==> config.mk <==
export PLATFORM = sky130hd
export DESIGN_NAME = serial_disp_rx
export DESIGN_NICKNAME = d
export VERILOG_FILES = /design/src/rtl/serial_disp_rx.sv
export SDC_FILE = /design/constraint.sdc
export NUM_CORES = 1
export LEC_CHECK = 0
export CORE_MARGIN = 3
export CORE_UTILIZATION = 45
export CTS_CLUSTER_SIZE = 8
export DETAILED_ROUTE_END_ITERATION = 8
export PLACE_DENSITY = 0.76
export SYNTH_ARGS = -nofsm -noshare
export SYNTH_HDL_FRONTEND = slang
export SYNTH_SLANG_ARGS = --single-unit
export TNS_END_PERCENT = 20
==> constraint.sdc <==
create_clock -name clk -period 4.55 [get_ports clk]
set_input_delay 0.455 -clock clk [delete_from_list [all_inputs] [get_ports clk]]
set_output_delay 0.455 -clock clk [all_outputs]
set_load 0.01 [all_outputs]
==> src/rtl/serial_disp_rx.sv <==
// serial_disp_rx: receives a shift-register style serial frame (s_clk / s_dat)
// terminated by a latch-enable rise on s_pen, and presents the last good frame
// on par_out. All pins are asynchronous to clk and are synchronized first.
module serial_disp_rx #(
  parameter int DATA_W    = 16,
  parameter int MSB_FIRST = 1,
  parameter int TIMEOUT   = 1024
) (
  input  logic              clk,
  input  logic              RSTN,
  input  logic              s_clk,
  input  logic              s_dat,
  input  logic              s_pen,
  input  logic              s_clrn,
  output logic [DATA_W-1:0] par_out,
  output logic              frame_valid,
  output logic              frame_err,
  output logic [6:0]        bit_cnt,
  output logic              busy
);

  localparam int         TO_W    = (TIMEOUT > 1) ? $clog2(TIMEOUT) : 1;
  localparam logic [TO_W-1:0] TO_MAX = TO_W'(TIMEOUT - 1);
  localparam logic [6:0] CNT_MAX = 7'(DATA_W + 1);
  localparam logic [6:0] CNT_FULL = 7'(DATA_W);

  typedef enum logic [1:0] {IDLE, SHIFT, LATCH} state_t;

  // Pin bundle: bit 0 s_clk, bit 1 s_dat, bit 2 s_pen, bit 3 s_clrn
  logic [3:0] pins;
  logic [3:0] synced;
  assign pins = {s_clrn, s_pen, s_dat, s_clk};

  genvar gi;
  generate
    for (gi = 0; gi < 4; gi++) begin : g_sync
      logic meta_reg;
      logic sync_reg;
      // Two-flop synchronizer for one pin
      always_ff @(posedge clk) begin
        if (!RSTN) begin
          meta_reg <= 1'b0;
          sync_reg <= 1'b0;
        end else begin
          meta_reg <= pins[gi];
          sync_reg <= meta_reg;
        end
      end
      assign synced[gi] = sync_reg;
    end
  endgenerate

  logic       clk_prev_reg, pen_prev_reg;
  logic [1:0] fill_reg;
  logic       clk_armed_reg, pen_armed_reg;

  // Edge-detect history. The armed flags only come up once the synchronizer
  // holds a real low sample, so a pin already high at reset release never
  // produces an edge until it has gone low and risen again.
  always_ff @(posedge clk) begin
    if (!RSTN) begin
      clk_prev_reg  <= 1'b0;
      pen_prev_reg  <= 1'b0;
      fill_reg      <= 2'b00;
      clk_armed_reg <= 1'b0;
      pen_armed_reg <= 1'b0;
    end else begin
      clk_prev_reg  <= synced[0];
      pen_prev_reg  <= synced[2];
      fill_reg      <= {fill_reg[0], 1'b1};
      clk_armed_reg <= clk_armed_reg | (fill_reg[1] & ~synced[0]);
      pen_armed_reg <= pen_armed_reg | (fill_reg[1] & ~synced[2]);
    end
  end

  logic clk_edge, pen_edge, clr_active, dat;
  assign clk_edge   = synced[0] & ~clk_prev_reg & clk_armed_reg;
  assign pen_edge   = synced[2] & ~pen_prev_reg & pen_armed_reg;
  assign dat        = synced[1];
  assign clr_active = ~synced[3];

  state_t              state_reg, state_next;
  logic [DATA_W-1:0]   shift_reg, shift_next, shift_in;
  logic [DATA_W-1:0]   par_reg, par_next;
  logic [6:0]          cnt_reg, cnt_next, cnt_inc, cnt_eval;
  logic [TO_W-1:0]     to_reg, to_next;
  logic                valid_reg, valid_next, err_reg, err_next;

  assign shift_in = (MSB_FIRST != 0) ? {shift_reg[DATA_W-2:0], dat}
                                     : {dat, shift_reg[DATA_W-1:1]};
  assign cnt_inc  = (cnt_reg == CNT_MAX) ? CNT_MAX : cnt_reg + 7'd1;

  // Next-state, datapath and pulse decisions
  always_comb begin
    state_next = state_reg;
    shift_next = shift_reg;
    par_next   = par_reg;
    cnt_next   = cnt_reg;
    cnt_eval   = cnt_reg;
    to_next    = to_reg;
    valid_next = 1'b0;
    err_next   = 1'b0;
    if (clr_active) begin
      state_next = IDLE;
      shift_next = '0;
      par_next   = '0;
      cnt_next   = '0;
      to_next    = '0;
    end else begin
      case (state_reg)
        IDLE, SHIFT: begin
          // A bit arriving together with s_pen is counted before judging
          if (clk_edge) begin
            shift_next = shift_in;
            cnt_next   = cnt_inc;
            cnt_eval   = cnt_inc;
            to_next    = '0;
          end else if (state_reg == SHIFT) begin
            to_next = to_reg + TO_W'(1);
          end
          if (pen_edge && (clk_edge || state_reg == SHIFT)) begin
            state_next = LATCH;
            if (cnt_eval == CNT_FULL) valid_next = 1'b1;
            else                      err_next   = 1'b1;
          end else if (pen_edge) begin
            err_next = 1'b1;      // latch with no bits received
          end else if (state_reg == SHIFT && !clk_edge && to_reg == TO_MAX) begin
            err_next   = 1'b1;
            state_next = IDLE;
            shift_next = '0;
            cnt_next   = '0;
            to_next    = '0;
          end else if (clk_edge) begin
            state_next = SHIFT;
          end
        end
        LATCH: begin
          if (valid_reg) par_next = shift_reg;
          state_next = IDLE;
          shift_next = '0;
          cnt_next   = '0;
          to_next    = '0;
        end
        default: state_next = IDLE;
      endcase
    end
  end

  // State and datapath registers
  always_ff @(posedge clk) begin
    if (!RSTN) begin
      state_reg <= IDLE;
      shift_reg <= '0;
      par_reg   <= '0;
      cnt_reg   <= '0;
      to_reg    <= '0;
      valid_reg <= 1'b0;
      err_reg   <= 1'b0;
    end else begin
      state_reg <= state_next;
      shift_reg <= shift_next;
      par_reg   <= par_next;
      cnt_reg   <= cnt_next;
      to_reg    <= to_next;
      valid_reg <= valid_next;
      err_reg   <= err_next;
    end
  end

  assign par_out     = par_reg;
  assign frame_valid = valid_reg;
  assign frame_err   = err_reg;
  assign bit_cnt     = cnt_reg;
  assign busy        = (state_reg == SHIFT);

endmodule
==> impl_metrics.env <==
export IMPL_fill_cells=512
export IMPL_total_power_mw=1.09
export IMPL_die_h_um=82.5
export IMPL_final_layout_size_suffix_gt1_share_pct=5.12
export IMPL_place_ws_ns=1.76
export IMPL_p_sw_share_pct=20.1
export IMPL_first_iter_violations=121
export IMPL_antenna_found_initial=0
export IMPL_place_congestion=0.833
export IMPL_whs_ns=0.435
export IMPL_cp_required_ns=4.77
export IMPL_cts_tree="done"
export IMPL_p_int_uw=871
export IMPL_rows=27
export IMPL_cts_root_buf="clkbuf_8"
export IMPL_critPathMaxFanout=24
export IMPL_fin_util_pct=56.5
export IMPL_final_cells=404
export IMPL_status="finished, final reports clean"
export IMPL_synthArstFlopShare_pct=0
export IMPL_drcViolationCount=0
export IMPL_fin_skew_ns=0.00617
export IMPL_max_slew_worst_pin_slew_ns=0.918
export IMPL_core_area_mm2=0.00557
export IMPL_yosysTopAreaCell="dfxtp_1"
export IMPL_synth_area_mm2=0.00264
export IMPL_drt_pass1_iter_count=4
export IMPL_ys_warn_count=0
export IMPL_p_sw_uw=219
export IMPL_layout_commonest_cell="dfxtp_1"
export IMPL_pin_count=32
export IMPL_cp_end_kind="register"
export IMPL_grt_max_degree=25
export IMPL_clk_latency_ns=0.34
export IMPL_clock_power_share_pct=43.5
export IMPL_r2r_cells=6
export IMPL_grt_overflow_total=0
export IMPL_start_util_pct=47.3
export IMPL_synth_edf_count=0
export IMPL_grt_pass1_wl_um=8920
export IMPL_wirelength_um=5230
export IMPL_p_seq_share_pct=54.7
export IMPL_port_buffers=31
export IMPL_dp_cells=388
export IMPL_cts_setup_buffers=0
export IMPL_hp_class="reg -> reg"
export IMPL_layout_common_cells="dfxtp_1, nand2_1, nor2_1, clkdlybuf4s50_1, a21oi_1"
export IMPL_avgSynthCellArea_um2=8.75
export IMPL_max_freq_mhz=416
export IMPL_place_hpwl_um=3650
export IMPL_detail_route_antenna_nets=0
export IMPL_hold_depth=1
export IMPL_synthFlopType="dfxtp_1"
export IMPL_timing_setup_tns_ns=0
export IMPL_place_area_mm2=0.00296
export IMPL_path_clk_slew_ns=0.06
export IMPL_syn_inst=301
export IMPL_leakage_nw=1.04
export IMPL_irDropWorstVdd_mv=0.268
export IMPL_power_frac_comb_pct=1.9
export IMPL_setup_violations=0
export IMPL_cts_buffers=9
export IMPL_hold_viol_final=0
export IMPL_die_area_mm2=0.00681
export IMPL_ys_seq_elements=67
export IMPL_final_nets=336
export IMPL_routedWlPerCell_um=12.9
export IMPL_worstPathArrival_ns=2.63
export IMPL_vias=2179
export IMPL_ys_seq_area_share_pct=50.9
export IMPL_drv_cap=0
export IMPL_dieWidth_um=82.5
export IMPL_synth_lib_cells_used_distinct=47
export IMPL_fin_area_mm2=0.00315
export IMPL_min_period_ns=2.40
export IMPL_p_per_area_mw_per_mm2=346
export IMPL_timing_final_crit_share_pct=52.8
export IMPL_synth_top_area_share_pct=50.9
export IMPL_slew_headroom_pct=38.6
export IMPL_vias_per_cell=5.39
export IMPL_slew_viol_final=0
export IMPL_rsz0062_at_grt="false"
export IMPL_htreeDepth=3
export IMPL_cts_hold_buffers=0
export IMPL_syn_to_final_growth_pct=19.4
export IMPL_start_kind="input port"
export IMPL_cts_resized=0
export IMPL_clkSinkCount=67
export IMPL_path_class="in -> reg"
export IMPL_first_global_vias=1919
export IMPL_diodes=0
export IMPL_cts_max_path_buffers=2
export IMPL_setup_ws_ns=2.15
export IMPL_grt_usage_pct=17.1
export IMPL_synth_nets=310
export IMPL_ys_top_cells_by_area="dfxtp_1, nand2_1, nor2_1"
==> worst max-delay path, cell delays in order <==
cell	delay (ns)
clkdlybuf4s50_1	0.65
nand2_1	0.70
nor2_1	0.25
or2_4	0.33
a22o_1	0.24
==> Yosys cell counts, types with 2 or more instances <==
cell and n:
a211oi_1 2, a21oi_1 22, a22o_1 6, a31oi_1 3, and2_1 14, and3b_1 2
and4_1 3, buf_2 3, clkbuf_1 9, dfxtp_1 67, ha_1 3, inv_1 3
nand2_1 51, nand2b_1 2, nand3_1 12, nand3b_1 3, nand4_1 2, nor2_1 32
nor2b_1 4, nor3_1 4, nor4_1 3, o21a_1 2, o21ai_0 6, o22ai_1 11
or3_1 2, xnor2_1 3, xor2_1 7
==> path summary, 6_finish.rpt <==
check                                        start                 end  slack [ns]
worst max register to register          bit_cnt[0]           frame_err        2.58
worst min-delay path            g_sync[3].meta_reg  g_sync[3].sync_reg        0.43
worst max-delay path                          RSTN        shift_reg[3]        2.15
worst min register to register  g_sync[3].meta_reg  g_sync[3].sync_reg        0.43
==> final cells by class <==
| class | count | area, um^2 | area share [%] |
|---|---|---|---|
| Sequential cell | 67 | 1340 | 42.6 |
| Timing Repair Buffer | 31 | 310 | 9.86 |
| Inverter | 3 | 11.3 | 0.358 |
| Multi-Input combinational cell | 215 | 1210 | 38.3 |
| Clock buffer | 14 | 153 | 4.85 |
| Clock inverter | 2 | 35.0 | 1.11 |
| Tap cell | 72 | 90.1 | 2.86 |
==> cell families (layout without fill, tap and decap cells) <==
logic type / Yosys count / in the layout / synth area share (%)
flops: 67 / 67 / 50.9
mux: 1 / 1 / 0.380
buf+inv: 19 / 50 / 3.32
simple gates: 139 / 139 / 25.6
xor+xnor: 10 / 10 / 3.32
compound gates: 62 / 62 / 15.0
fa+ha+maj: 3 / 3 / 1.42
==> layer usage <==
layer	GRT usage (%)	share of wire [%]	wire (um)
met5	0	0	0
met4	9.31	2.3	120
met3	3.90	3.7	192
met2	26.4	46	2420
met1	22.1	48	2500
==> power groups by stage <==
stage / combinational [mW] / clock (mW) / sequential (mW)
after floorplan: 0.0136 / 0 / 0.608
after detailed placement: 0.0204 / 0 / 0.609
after global routing: 0.0231 / 0.508 / 0.596
final: 0.0203 / 0.473 / 0.595
after CTS: 0.0205 / 0.483 / 0.595
after global placement: 0.0198 / 0 / 0.608
Power figures use the tool's default switching activity.
